===== src/rtl/regfile_access_arbiter_if.sv =====
// ---------------------------------------------------------------------------
// regfile_access_arbiter_if
//   Bundles every bus signal around the register-file arbiter: the two
//   requester channels, the tagged read-response channel, the register-file
//   drive/return signals and the init_done status.
//
//   Handshake rule for both requester channels: a request is transferred at
//   a rising clock edge where rN_valid and rN_ready are both 1. While
//   rN_valid=1 and rN_ready=0 the requester keeps every rN_* field stable.
//   The response channel has no ready: rsp_valid is a single-cycle pulse.
//
//   modport slave  : the arbiter side
//   modport master : the requesters / register-file side (the environment)
// ---------------------------------------------------------------------------
interface regfile_access_arbiter_if #(
   parameter int RAS = 2,
   parameter int MWS = 64
);
   // requester 0
   logic           r0_valid;
   logic           r0_ready;
   logic           r0_write;
   logic [RAS-1:0] r0_selA;
   logic [RAS-1:0] r0_selB;
   logic [MWS-1:0] r0_wdata;
   // requester 1
   logic           r1_valid;
   logic           r1_ready;
   logic           r1_write;
   logic [RAS-1:0] r1_selA;
   logic [RAS-1:0] r1_selB;
   logic [MWS-1:0] r1_wdata;
   // read response
   logic           rsp_valid;
   logic           rsp_id;
   logic [MWS-1:0] rsp_dataA;
   logic [MWS-1:0] rsp_dataB;
   // register file side
   logic [RAS-1:0] rf_selA;
   logic [RAS-1:0] rf_selB;
   logic [RAS-1:0] rf_selWrite;
   logic [MWS-1:0] rf_writeIn;
   logic           rf_isReading;
   logic [MWS-1:0] rf_outA;
   logic [MWS-1:0] rf_outB;
   // status
   logic           init_done;

   modport slave (
      input  r0_valid, r0_write, r0_selA, r0_selB, r0_wdata,
      output r0_ready,
      input  r1_valid, r1_write, r1_selA, r1_selB, r1_wdata,
      output r1_ready,
      output rsp_valid, rsp_id, rsp_dataA, rsp_dataB,
      output rf_selA, rf_selB, rf_selWrite, rf_writeIn, rf_isReading,
      input  rf_outA, rf_outB,
      output init_done
   );

   modport master (
      output r0_valid, r0_write, r0_selA, r0_selB, r0_wdata,
      input  r0_ready,
      output r1_valid, r1_write, r1_selA, r1_selB, r1_wdata,
      input  r1_ready,
      input  rsp_valid, rsp_id, rsp_dataA, rsp_dataB,
      input  rf_selA, rf_selB, rf_selWrite, rf_writeIn, rf_isReading,
      output rf_outA, rf_outB,
      input  init_done
   );
endinterface


===== src/rtl/regfile_access_arbiter.sv =====
// ---------------------------------------------------------------------------
// regfile_access_arbiter
//   Shares the register file's single operation slot (one dual read or one
//   write per clock) between two requesters with round-robin arbitration.
//   After every reset the block first writes zero to every register (CLEAR),
//   then serves traffic (RUN). Read data returns one cycle after acceptance,
//   tagged with the requester id; the register file is assumed to register
//   its outputs, so rsp_dataA/B are straight passthroughs of rf_outA/B.
//
// Ports
//   clk        : clock, all state changes on posedge
//   rst_n      : asynchronous active-low reset
//   bus        : requester, response and register-file signals (slave side)
//   dbg_state  : current FSM state (0 = CLEAR, 1 = RUN)
// ---------------------------------------------------------------------------
module regfile_access_arbiter #(
   parameter int REG_ADDRESS_SIZE = 2,
   parameter int NUM_REG          = 2**REG_ADDRESS_SIZE,
   parameter int MEM_WORD_SIZE    = 64
) (
   input  logic                      clk,
   input  logic                      rst_n,
   regfile_access_arbiter_if.slave   bus,
   output logic                      dbg_state
);

   localparam logic [REG_ADDRESS_SIZE-1:0] LAST_PTR = REG_ADDRESS_SIZE'(NUM_REG - 1);

   typedef enum logic {
      CLEAR = 1'b0,
      RUN   = 1'b1
   } state_t;

   state_t                      state;
   state_t                      state_next;
   logic [REG_ADDRESS_SIZE-1:0] clr_ptr;
   logic                        last_grant;
   logic                        rsp_valid_q;
   logic                        rsp_id_q;

   logic                        grant_any;
   logic                        winner;
   logic                        req_write;
   logic [REG_ADDRESS_SIZE-1:0] req_selA;
   logic [REG_ADDRESS_SIZE-1:0] req_selB;
   logic [MEM_WORD_SIZE-1:0]    req_wdata;

   // ---------------- state register ----------------
   always_ff @(posedge clk or negedge rst_n) begin
      if (!rst_n) begin
         state       <= CLEAR;
         clr_ptr     <= '0;
         last_grant  <= 1'b1;
         rsp_valid_q <= 1'b0;
         rsp_id_q    <= 1'b0;
      end else begin
         state       <= state_next;
         if (state == CLEAR) begin
            clr_ptr <= clr_ptr + 1'b1;
         end
         if (grant_any) begin
            last_grant <= winner;
         end
         rsp_valid_q <= grant_any & ~req_write;
         if (grant_any && !req_write) begin
            rsp_id_q <= winner;
         end
      end
   end

   // ---------------- next state ----------------
   always_comb begin
      state_next = state;
      if (state == CLEAR && clr_ptr == LAST_PTR) begin
         state_next = RUN;
      end
   end

   // ---------------- arbitration ----------------
   // With both requesters valid the one not served last wins; with a single
   // valid requester it wins outright. rst_n gates the grant so ready drops
   // the moment reset is asserted, not at the next edge.
   always_comb begin
      grant_any = rst_n && (state == RUN) && (bus.r0_valid || bus.r1_valid);
      if (bus.r0_valid && bus.r1_valid) begin
         winner = ~last_grant;
      end else begin
         winner = bus.r1_valid;
      end
   end

   assign bus.r0_ready = grant_any & ~winner;
   assign bus.r1_ready = grant_any &  winner;

   always_comb begin
      if (winner) begin
         req_write = bus.r1_write;
         req_selA  = bus.r1_selA;
         req_selB  = bus.r1_selB;
         req_wdata = bus.r1_wdata;
      end else begin
         req_write = bus.r0_write;
         req_selA  = bus.r0_selA;
         req_selB  = bus.r0_selB;
         req_wdata = bus.r0_wdata;
      end
   end

   // ---------------- register-file drive ----------------
   // Idle is a harmless read of register 0, so only CLEAR or an accepted
   // write can ever drive rf_isReading low.
   always_comb begin
      bus.rf_isReading = 1'b1;
      bus.rf_selA      = '0;
      bus.rf_selB      = '0;
      bus.rf_selWrite  = '0;
      bus.rf_writeIn   = '0;
      if (rst_n) begin
         if (state == CLEAR) begin
            bus.rf_isReading = 1'b0;
            bus.rf_selWrite  = clr_ptr;
         end else if (grant_any) begin
            if (req_write) begin
               bus.rf_isReading = 1'b0;
               bus.rf_selWrite  = req_selA;
               bus.rf_writeIn   = req_wdata;
            end else begin
               bus.rf_selA = req_selA;
               bus.rf_selB = req_selB;
            end
         end
      end
   end

   // ---------------- response and status ----------------
   assign bus.rsp_valid = rsp_valid_q;
   assign bus.rsp_id    = rsp_id_q;
   assign bus.rsp_dataA = bus.rf_outA;
   assign bus.rsp_dataB = bus.rf_outB;
   assign bus.init_done = (state == RUN);
   assign dbg_state     = state;

endmodule


===== src/flat_wrapper.sv =====
// flat-port wrapper written by rule: the top's interface ports become plain ports
module regfile_access_arbiter_flat 
#(
   parameter int REG_ADDRESS_SIZE = 2,
   parameter int NUM_REG          = 2**REG_ADDRESS_SIZE,
   parameter int MEM_WORD_SIZE    = 64
)
  (clk, rst_n, dbg_state, bus_r0_valid, bus_r0_write, bus_r0_selA, bus_r0_selB, bus_r0_wdata, bus_r0_ready, bus_r1_valid, bus_r1_write, bus_r1_selA, bus_r1_selB, bus_r1_wdata, bus_r1_ready, bus_rsp_valid, bus_rsp_id, bus_rsp_dataA, bus_rsp_dataB, bus_rf_selA, bus_rf_selB, bus_rf_selWrite, bus_rf_writeIn, bus_rf_isReading, bus_rf_outA, bus_rf_outB, bus_init_done);
  regfile_access_arbiter_if #(.RAS((2)), .MWS((64))) bus_i ();
  input  logic clk;
  input  logic rst_n;
  output logic dbg_state;
  input wire logic [$bits(bus_i.r0_valid)-1:0] bus_r0_valid;
  input wire logic [$bits(bus_i.r0_write)-1:0] bus_r0_write;
  input wire logic [$bits(bus_i.r0_selA)-1:0] bus_r0_selA;
  input wire logic [$bits(bus_i.r0_selB)-1:0] bus_r0_selB;
  input wire logic [$bits(bus_i.r0_wdata)-1:0] bus_r0_wdata;
  output wire logic [$bits(bus_i.r0_ready)-1:0] bus_r0_ready;
  input wire logic [$bits(bus_i.r1_valid)-1:0] bus_r1_valid;
  input wire logic [$bits(bus_i.r1_write)-1:0] bus_r1_write;
  input wire logic [$bits(bus_i.r1_selA)-1:0] bus_r1_selA;
  input wire logic [$bits(bus_i.r1_selB)-1:0] bus_r1_selB;
  input wire logic [$bits(bus_i.r1_wdata)-1:0] bus_r1_wdata;
  output wire logic [$bits(bus_i.r1_ready)-1:0] bus_r1_ready;
  output wire logic [$bits(bus_i.rsp_valid)-1:0] bus_rsp_valid;
  output wire logic [$bits(bus_i.rsp_id)-1:0] bus_rsp_id;
  output wire logic [$bits(bus_i.rsp_dataA)-1:0] bus_rsp_dataA;
  output wire logic [$bits(bus_i.rsp_dataB)-1:0] bus_rsp_dataB;
  output wire logic [$bits(bus_i.rf_selA)-1:0] bus_rf_selA;
  output wire logic [$bits(bus_i.rf_selB)-1:0] bus_rf_selB;
  output wire logic [$bits(bus_i.rf_selWrite)-1:0] bus_rf_selWrite;
  output wire logic [$bits(bus_i.rf_writeIn)-1:0] bus_rf_writeIn;
  output wire logic [$bits(bus_i.rf_isReading)-1:0] bus_rf_isReading;
  input wire logic [$bits(bus_i.rf_outA)-1:0] bus_rf_outA;
  input wire logic [$bits(bus_i.rf_outB)-1:0] bus_rf_outB;
  output wire logic [$bits(bus_i.init_done)-1:0] bus_init_done;
  assign bus_i.r0_valid = bus_r0_valid;
  assign bus_i.r0_write = bus_r0_write;
  assign bus_i.r0_selA = bus_r0_selA;
  assign bus_i.r0_selB = bus_r0_selB;
  assign bus_i.r0_wdata = bus_r0_wdata;
  assign bus_r0_ready = bus_i.r0_ready;
  assign bus_i.r1_valid = bus_r1_valid;
  assign bus_i.r1_write = bus_r1_write;
  assign bus_i.r1_selA = bus_r1_selA;
  assign bus_i.r1_selB = bus_r1_selB;
  assign bus_i.r1_wdata = bus_r1_wdata;
  assign bus_r1_ready = bus_i.r1_ready;
  assign bus_rsp_valid = bus_i.rsp_valid;
  assign bus_rsp_id = bus_i.rsp_id;
  assign bus_rsp_dataA = bus_i.rsp_dataA;
  assign bus_rsp_dataB = bus_i.rsp_dataB;
  assign bus_rf_selA = bus_i.rf_selA;
  assign bus_rf_selB = bus_i.rf_selB;
  assign bus_rf_selWrite = bus_i.rf_selWrite;
  assign bus_rf_writeIn = bus_i.rf_writeIn;
  assign bus_rf_isReading = bus_i.rf_isReading;
  assign bus_i.rf_outA = bus_rf_outA;
  assign bus_i.rf_outB = bus_rf_outB;
  assign bus_init_done = bus_i.init_done;
  regfile_access_arbiter #(.REG_ADDRESS_SIZE(REG_ADDRESS_SIZE), .NUM_REG(NUM_REG), .MEM_WORD_SIZE(MEM_WORD_SIZE)) u_core (.clk(clk), .rst_n(rst_n), .bus(bus_i), .dbg_state(dbg_state));
endmodule

===== config.mk =====
export PLATFORM = sky130hd
export DESIGN_NAME = regfile_access_arbiter_flat
export DESIGN_NICKNAME = d
export VERILOG_FILES = /design/src/rtl/regfile_access_arbiter_if.sv /design/src/rtl/regfile_access_arbiter.sv /design/src/flat_wrapper.sv
export SDC_FILE = /design/constraint.sdc
export NUM_CORES = 1
export LEC_CHECK = 0
export CORE_AREA = 2 2 186 188
export DETAILED_ROUTE_END_ITERATION = 10
export DIE_AREA = 0 0 188 190
export PLACE_DENSITY = 0.47
export SLEW_MARGIN = 40
export SYNTH_ARGS = -nofsm -noshare
export SYNTH_HDL_FRONTEND = slang
export SYNTH_SLANG_ARGS = --single-unit

===== constraint.sdc =====
create_clock -name clk -period 2.1 [get_ports clk]
set_clock_uncertainty 0.05 [all_clocks]
set_input_delay 0.42 -clock clk [delete_from_list [all_inputs] [get_ports clk]]
set_output_delay 0.42 -clock clk [all_outputs]
set_load 0.01 [all_outputs]

# ---- After elaboration in Yosys (flattened, before gate mapping)
# Index checks and enable logic that the tools add are counted.
# W data, S select, Z words.
dict set report classes {
  add_sub_neg 1
  n_eq_ne 1
  n_reduce_logical 7
  bitwise_logic 7
  n_mux 25
}
# op count
set ops {}
lappend ops {{$mux W64} 5}
lappend ops {{$mux W2} 14}
lappend ops {{$mux W1} 6}
lappend ops {{$logic_and A1 B1 Y1} 5}
lappend ops {{$not A1 Y1} 4}
lappend ops {{$and A1 B1 Y1} 3}
lappend ops {{$add A2 B1 Y2 const B} 1}
lappend ops {{$eq A2 B2 Y1 const B} 1}
lappend ops {{$logic_not A1 Y1} 1}
lappend ops {{$logic_or A1 B1 Y1} 1}
dict set report word_totals {
  elab_cells 46
  ff_bits 6
}

# ---- Longest topological paths before layout
# Gate-level depths: netlist (run 1).
dict set report logic_depth {
  ltp_word 7
  depth_mapped 7
  depth_no_buf 4
}

# ---- Least setup slack after synthesis (run 1)
# No wires, ideal clock.
dict set report synth_timing {
  path_kind {register -> output}
  startpoint {reg u_core.state (netlist: u_core.bus.init_done)}
  endpoint {out bus_rf_selWrite[1]}
  required_ns 1.630
  path_slack_ns 0.076
  arrival_time_ns 1.554
  stages_incl_launch_ff 6
  cell_sequence {dfrtp_1 clkbuf_1 o211ai_1 or2_1 buf_6 o21ai_0}
}
dict set report synth_via {
  elab_chain_len 5
}
# item line_no
set synth_rtl {}
lappend synth_rtl {{start: declaration} regfile_access_arbiter.sv:34} ;# state_t state;
lappend synth_rtl {{start signal: assignment} regfile_access_arbiter.sv:57} ;# state <= state_next;
lappend synth_rtl {{$logic_and A1 B1 Y1 (2 in series)} regfile_access_arbiter.sv:84} ;# grant_any = rst_n && (state == RUN) && (bus.r0_valid || bus.r1_valid);
lappend synth_rtl {{$mux W2} regfile_access_arbiter.sv:122} ;# end else if (grant_any) begin
lappend synth_rtl {{$mux W2 (*)} regfile_access_arbiter.sv:119} ;# if (state == CLEAR) begin
lappend synth_rtl {{$mux W2 (*)} regfile_access_arbiter.sv:118} ;# if (rst_n) begin
lappend synth_rtl {{end: declaration} flat_wrapper.sv:31} ;# output wire logic [$bits(bus_i.rf_selWrite)-1:0] bus_rf_selWrite;
# Every way passes the cells marked *; elsewhere a longest branch is shown, timed or not.

# ---- Final worst setup path (run 1)
dict set report layout_timing {
  startpoint {reg u_core.last_grant}
  endpoint {out bus_rf_writeIn[28]}
}
dict set report layout_via {
  elab_chain_len 7
  word_cells_on_any_way 8
  cone_classes {7 x mux; 1 x bitwise}
}
# item line_no
set layout_rtl {}
lappend layout_rtl {{start: declaration} regfile_access_arbiter.sv:37} ;# logic last_grant;
lappend layout_rtl {{start signal: assignment} regfile_access_arbiter.sv:62} ;# last_grant <= winner;
lappend layout_rtl {{$not A1 Y1 (*)} regfile_access_arbiter.sv:86} ;# winner = ~last_grant;
lappend layout_rtl {{$mux W1 (*)} regfile_access_arbiter.sv:85} ;# if (bus.r0_valid && bus.r1_valid) begin
lappend layout_rtl {{$mux W64 or $mux W1 (tied branches)} regfile_access_arbiter.sv:96} ;# if (winner) begin
lappend layout_rtl {{$mux W64 (*)} regfile_access_arbiter.sv:123} ;# if (req_write) begin
lappend layout_rtl {{$mux W64 (*)} regfile_access_arbiter.sv:122}
lappend layout_rtl {{$mux W64 (*)} regfile_access_arbiter.sv:119}
lappend layout_rtl {{$mux W64 (*)} regfile_access_arbiter.sv:118}
lappend layout_rtl {{end: declaration} flat_wrapper.sv:32} ;# output wire logic [$bits(bus_i.rf_writeIn)-1:0] bus_rf_writeIn;
# Marks and branches as above.

==> flow_metrics.py, run 1 <==
metrics = {
    "setup_path": {
        "arrival_ns": 1.92,
        "critPathCaptureType": "output port",
        "cp_common_cell": "buf_12",
        "crit_family": "buffers and inverters",
        "cpPeakStageDelay_ns": 0.55,
        "crit_fanout": 7,
        "crit_slowest_cell": "dfstp_2",
        "path_class": "flip-flop to output port",
        "critPathRequiredTime_ns": 1.63,
        "worstPathCellList": "a21boi_4 > mux2i_1 > or2_4 > buf_12 > buf_12 > buf_16 > a21oi_2 > buf_2",
        "worst-path-buf-inv": 4,
        "start_kind": "flip-flop",
    },
    "cells_and_area": {
        "final_design_area_no_fill_sq_um": 4630,
        "final_util": 0.136,
        "antenna_cells": 0,
        "final_cells": 955,
        "area_growth_pct": 90.5,
        "finalNetCount": 772,
        "drive_above_1_share": 0.362,
    },
    "sta": {
        "rsz0062_at_grt": "true",
        "maxSlewHeadroom": 0.854,
        "setup_slack_ns": -0.294,
        "fin_crit_ns": 2.39,
        "timing.fmax_ghz": 0.418,
        "setup_viol": 69,
        "fin_crit_sh": 1.14,
        "slew_violations": 0,
        "worst_pin_slew_ns": 0.218,
        "final-hold-violation-count": 0,
    },
    "synthesis": {
        "synth.top_cell.area_share": 0.402,
        "yosys.area.top_type": "buf_4",
        "synth_edf_count": 0,
        "synthTopCellsByCount": "nand2_1, buf_4, a21oi_2, a21oi_1, clkbuf_1",
        "async_reset_ff_frac": 1.00,
        "synth_area_per_cell_sq_um": 6.28,
        "synthTopCellsByArea": "buf_4, nand2_1, a21oi_2",
        "netlist_instances": 387,
        "yosys_most_used_dff": "dfrtp_1",
        "synth.most_common_cell": "nand2_1",
        "ys_ff_latch": 6,
        "yosys_warnings": 0,
        "synth_nets": 658,
        "synth.distinct_cells": 25,
        "synth_area_sq_um": 2430,
        "ys_seq_area_frac": 0.0623,
    },
    "die": {
        "die_y_um": 190,
        "dieArea_sq_um": 35700,
        "core_area_sq_um": 33900,
        "io_pins": 475,
        "start_util": 0.0715,
        "die_x_um": 188,
        "row_count": 68,
    },
    "detailed_routing": {
        "drt-met1-wl_um": 5540,
        "vias": 2887,
        "wl_met2_um": 6610,
        "remaining_drc_errors": 0,
        "avgRoutedWirePerCell_um": 15.3,
        "wl_um": 14600,
        "dr_wl_met3_um": 1700,
        "routed_via_density": 3.02,
        "ant_nets": 0,
        "top_layer": "met4",
        "dr.pass1.iters": 4,
        "drt_iter0_drc": 87,
    },
    "status": {
        "status": "finished, violations left",
        "violations": "setup timing",
    },
    "clocking": {
        "clk_path_buf_depth": 2,
        "cts_sinks": 6,
        "cts_buffers": 3,
        "clk_pin_slew_ns": 0.04,
        "htreeDepth": 1,
        "holdBufCountCts": 0,
        "cts_tree": "built",
        "root_buffer": "clkbuf_16",
        "clkLatencyLatePin_ns": 0.23,
    },
    "power_and_ir_drop": {
        "peakVddDrop_mv": 0.329,
        "power_density_nw_per_um2": 328,
        "finalPower_mw": 1.52,
        "p_leak_nw": 1.91,
    },
    "place": {
        "hpwl_um": 9500,
        "pre_cts_ws_ns": -0.947,
        "dp_cells": 926,
        "place_area_sq_um": 4310,
        "place.port_buffers": 218,
        "gp_congestion": 0.687,
    },
    "global_route": {
        "grt_pass1_vias": 2873,
        "grt_max_degree": 40,
        "grt_pass1_wl_um": 19000,
        "antenna_found_initial": 1,
        "gr-total-overflow": 0,
        "grt_use_total": 0.0719,
    },
    "run": {
        "maxCapViolCount": 0,
    },
    "worst_hold_path": {
        "hold_class": "input pin to async pin",
    },
}
[flip-flops by register name, summed over array words and instances, names as in the netlist]
| name | flops |
|---|---|
| u_core.bus.rsp_valid | 1 |
| u_core.clr_ptr | 2 |
| u_core.bus.init_done | 1 |
| u_core.last_grant | 1 |
| u_core.bus.rsp_id | 1 |
[routing by layer]
metal	up-vias	track usage
met5	-	0
met4	0	0.0418
met3	65	0.0293
met2	245	0.113
met1	1248	0.0821
li1	1329	-
[kinds of logic after synthesis]
kind of cell               synth area share
AOI/OAI and AO/OA                     0.221
xor gates and xnor gates            0.00361
adders and majority gates           0.00515
buffers and inverters                 0.455
DFF                                  0.0623
muxes                                0.0170
and+or+nand+nor                       0.236
[worst paths after layout]
check | startpoint | end | slack (ns) | depth (start not counted)
hold / removal | rst_n | u_core.clr_ptr[1]$_DFFE_PN0N_ | 0.23 | 2
setup / recovery | u_core.last_grant$_DFFE_PN1N_ | bus_rf_writeIn[28] | -0.29 | 8
min in group clk | u_core.clr_ptr[0]$_DFFE_PN0N_ | u_core.clr_ptr[0]$_DFFE_PN0N_ | 0.47 | 1
max in group asynchronous | rst_n | u_core.last_grant$_DFFE_PN1N_ | 1.55 | 2
setup reg to reg | u_core.last_grant$_DFFE_PN1N_ | u_core.bus.rsp_id$_DFFE_PN0P_ | 0.85 | 5
hold reg to reg | u_core.clr_ptr[0]$_DFFE_PN0N_ | u_core.clr_ptr[0]$_DFFE_PN0N_ | 0.47 | 1
[worst reg2reg max path, stage by stage, from the launching register on]
cell      delay (ns)
dfstp_2         0.55
a21boi_4        0.07
buf_6           0.14
buf_16          0.17
o21ai_0         0.10
nand2_1         0.06
[layout make-up]
cell class,instances,area (sq um)
Fill cell,3887,29300
Tap cell,455,569
Multi-Input combinational cell,228,1290
Sequential cell,6,151
Clock buffer,4,78.8
Timing Repair Buffer,261,2530
Inverter,1,3.75
[cell usage in the layout (no fill, tap or decap), types with 2 or more instances in the layout]
master,synthesis,layout
buf_12,0,9
buf_2,4,64
buf_8,0,3
buf_4,130,14
a21oi_2,40,46
nor2_1,5,4
nand3b_1,2,2
nand2_1,137,135
buf_16,0,9
a21oi_4,0,4
a21oi_1,26,16
clkdlybuf4s50_1,0,140
o21ai_0,4,4
buf_6,5,10
clkbuf_2,0,5
clkbuf_16,0,5
dfrtp_1,5,5
dlygate4sd2_1,0,4
[report_power, final]
group | internal [mW] | total, mW | switching [mW]
registers | 0.130 | 0.138 | 0.00880
logic | 0.588 | 1.06 | 0.468
clock network | 0.252 | 0.323 | 0.0704
[metrics by stage]
step                      hold slack, ns  setup TNS [ns]
after floorplan                   0.0744               0
after global placement             0.440          -55.15
after detailed placement           0.443          -55.90
after CTS                          0.235          -19.66
after global routing               0.252          -20.46
final                              0.230          -15.22
[timing repair]
item | in CTS | in global routing
cloned | 9 | 2
setup endpoints to repair | 73 | 73
pin swaps | 4 | 4
buffers inserted | 11 | 8
gates resized for setup | 318 | 31
No activity file was read; power rests on OpenSTA's default activity.
==> inputs of run 2 (changes only) <==
--- a/config.mk
+++ b/config.mk
@@ -9,7 +9,7 @@
 export DETAILED_ROUTE_END_ITERATION = 10
 export DIE_AREA = 0 0 188 190
 export PLACE_DENSITY = 0.47
-export SLEW_MARGIN = 40
+export SLEW_MARGIN = 15
 export SYNTH_ARGS = -nofsm -noshare
 export SYNTH_HDL_FRONTEND = slang
 export SYNTH_SLANG_ARGS = --single-unit
==> results of run 2 <==
Final layout, timing and power as in run 1 (identical DEF).
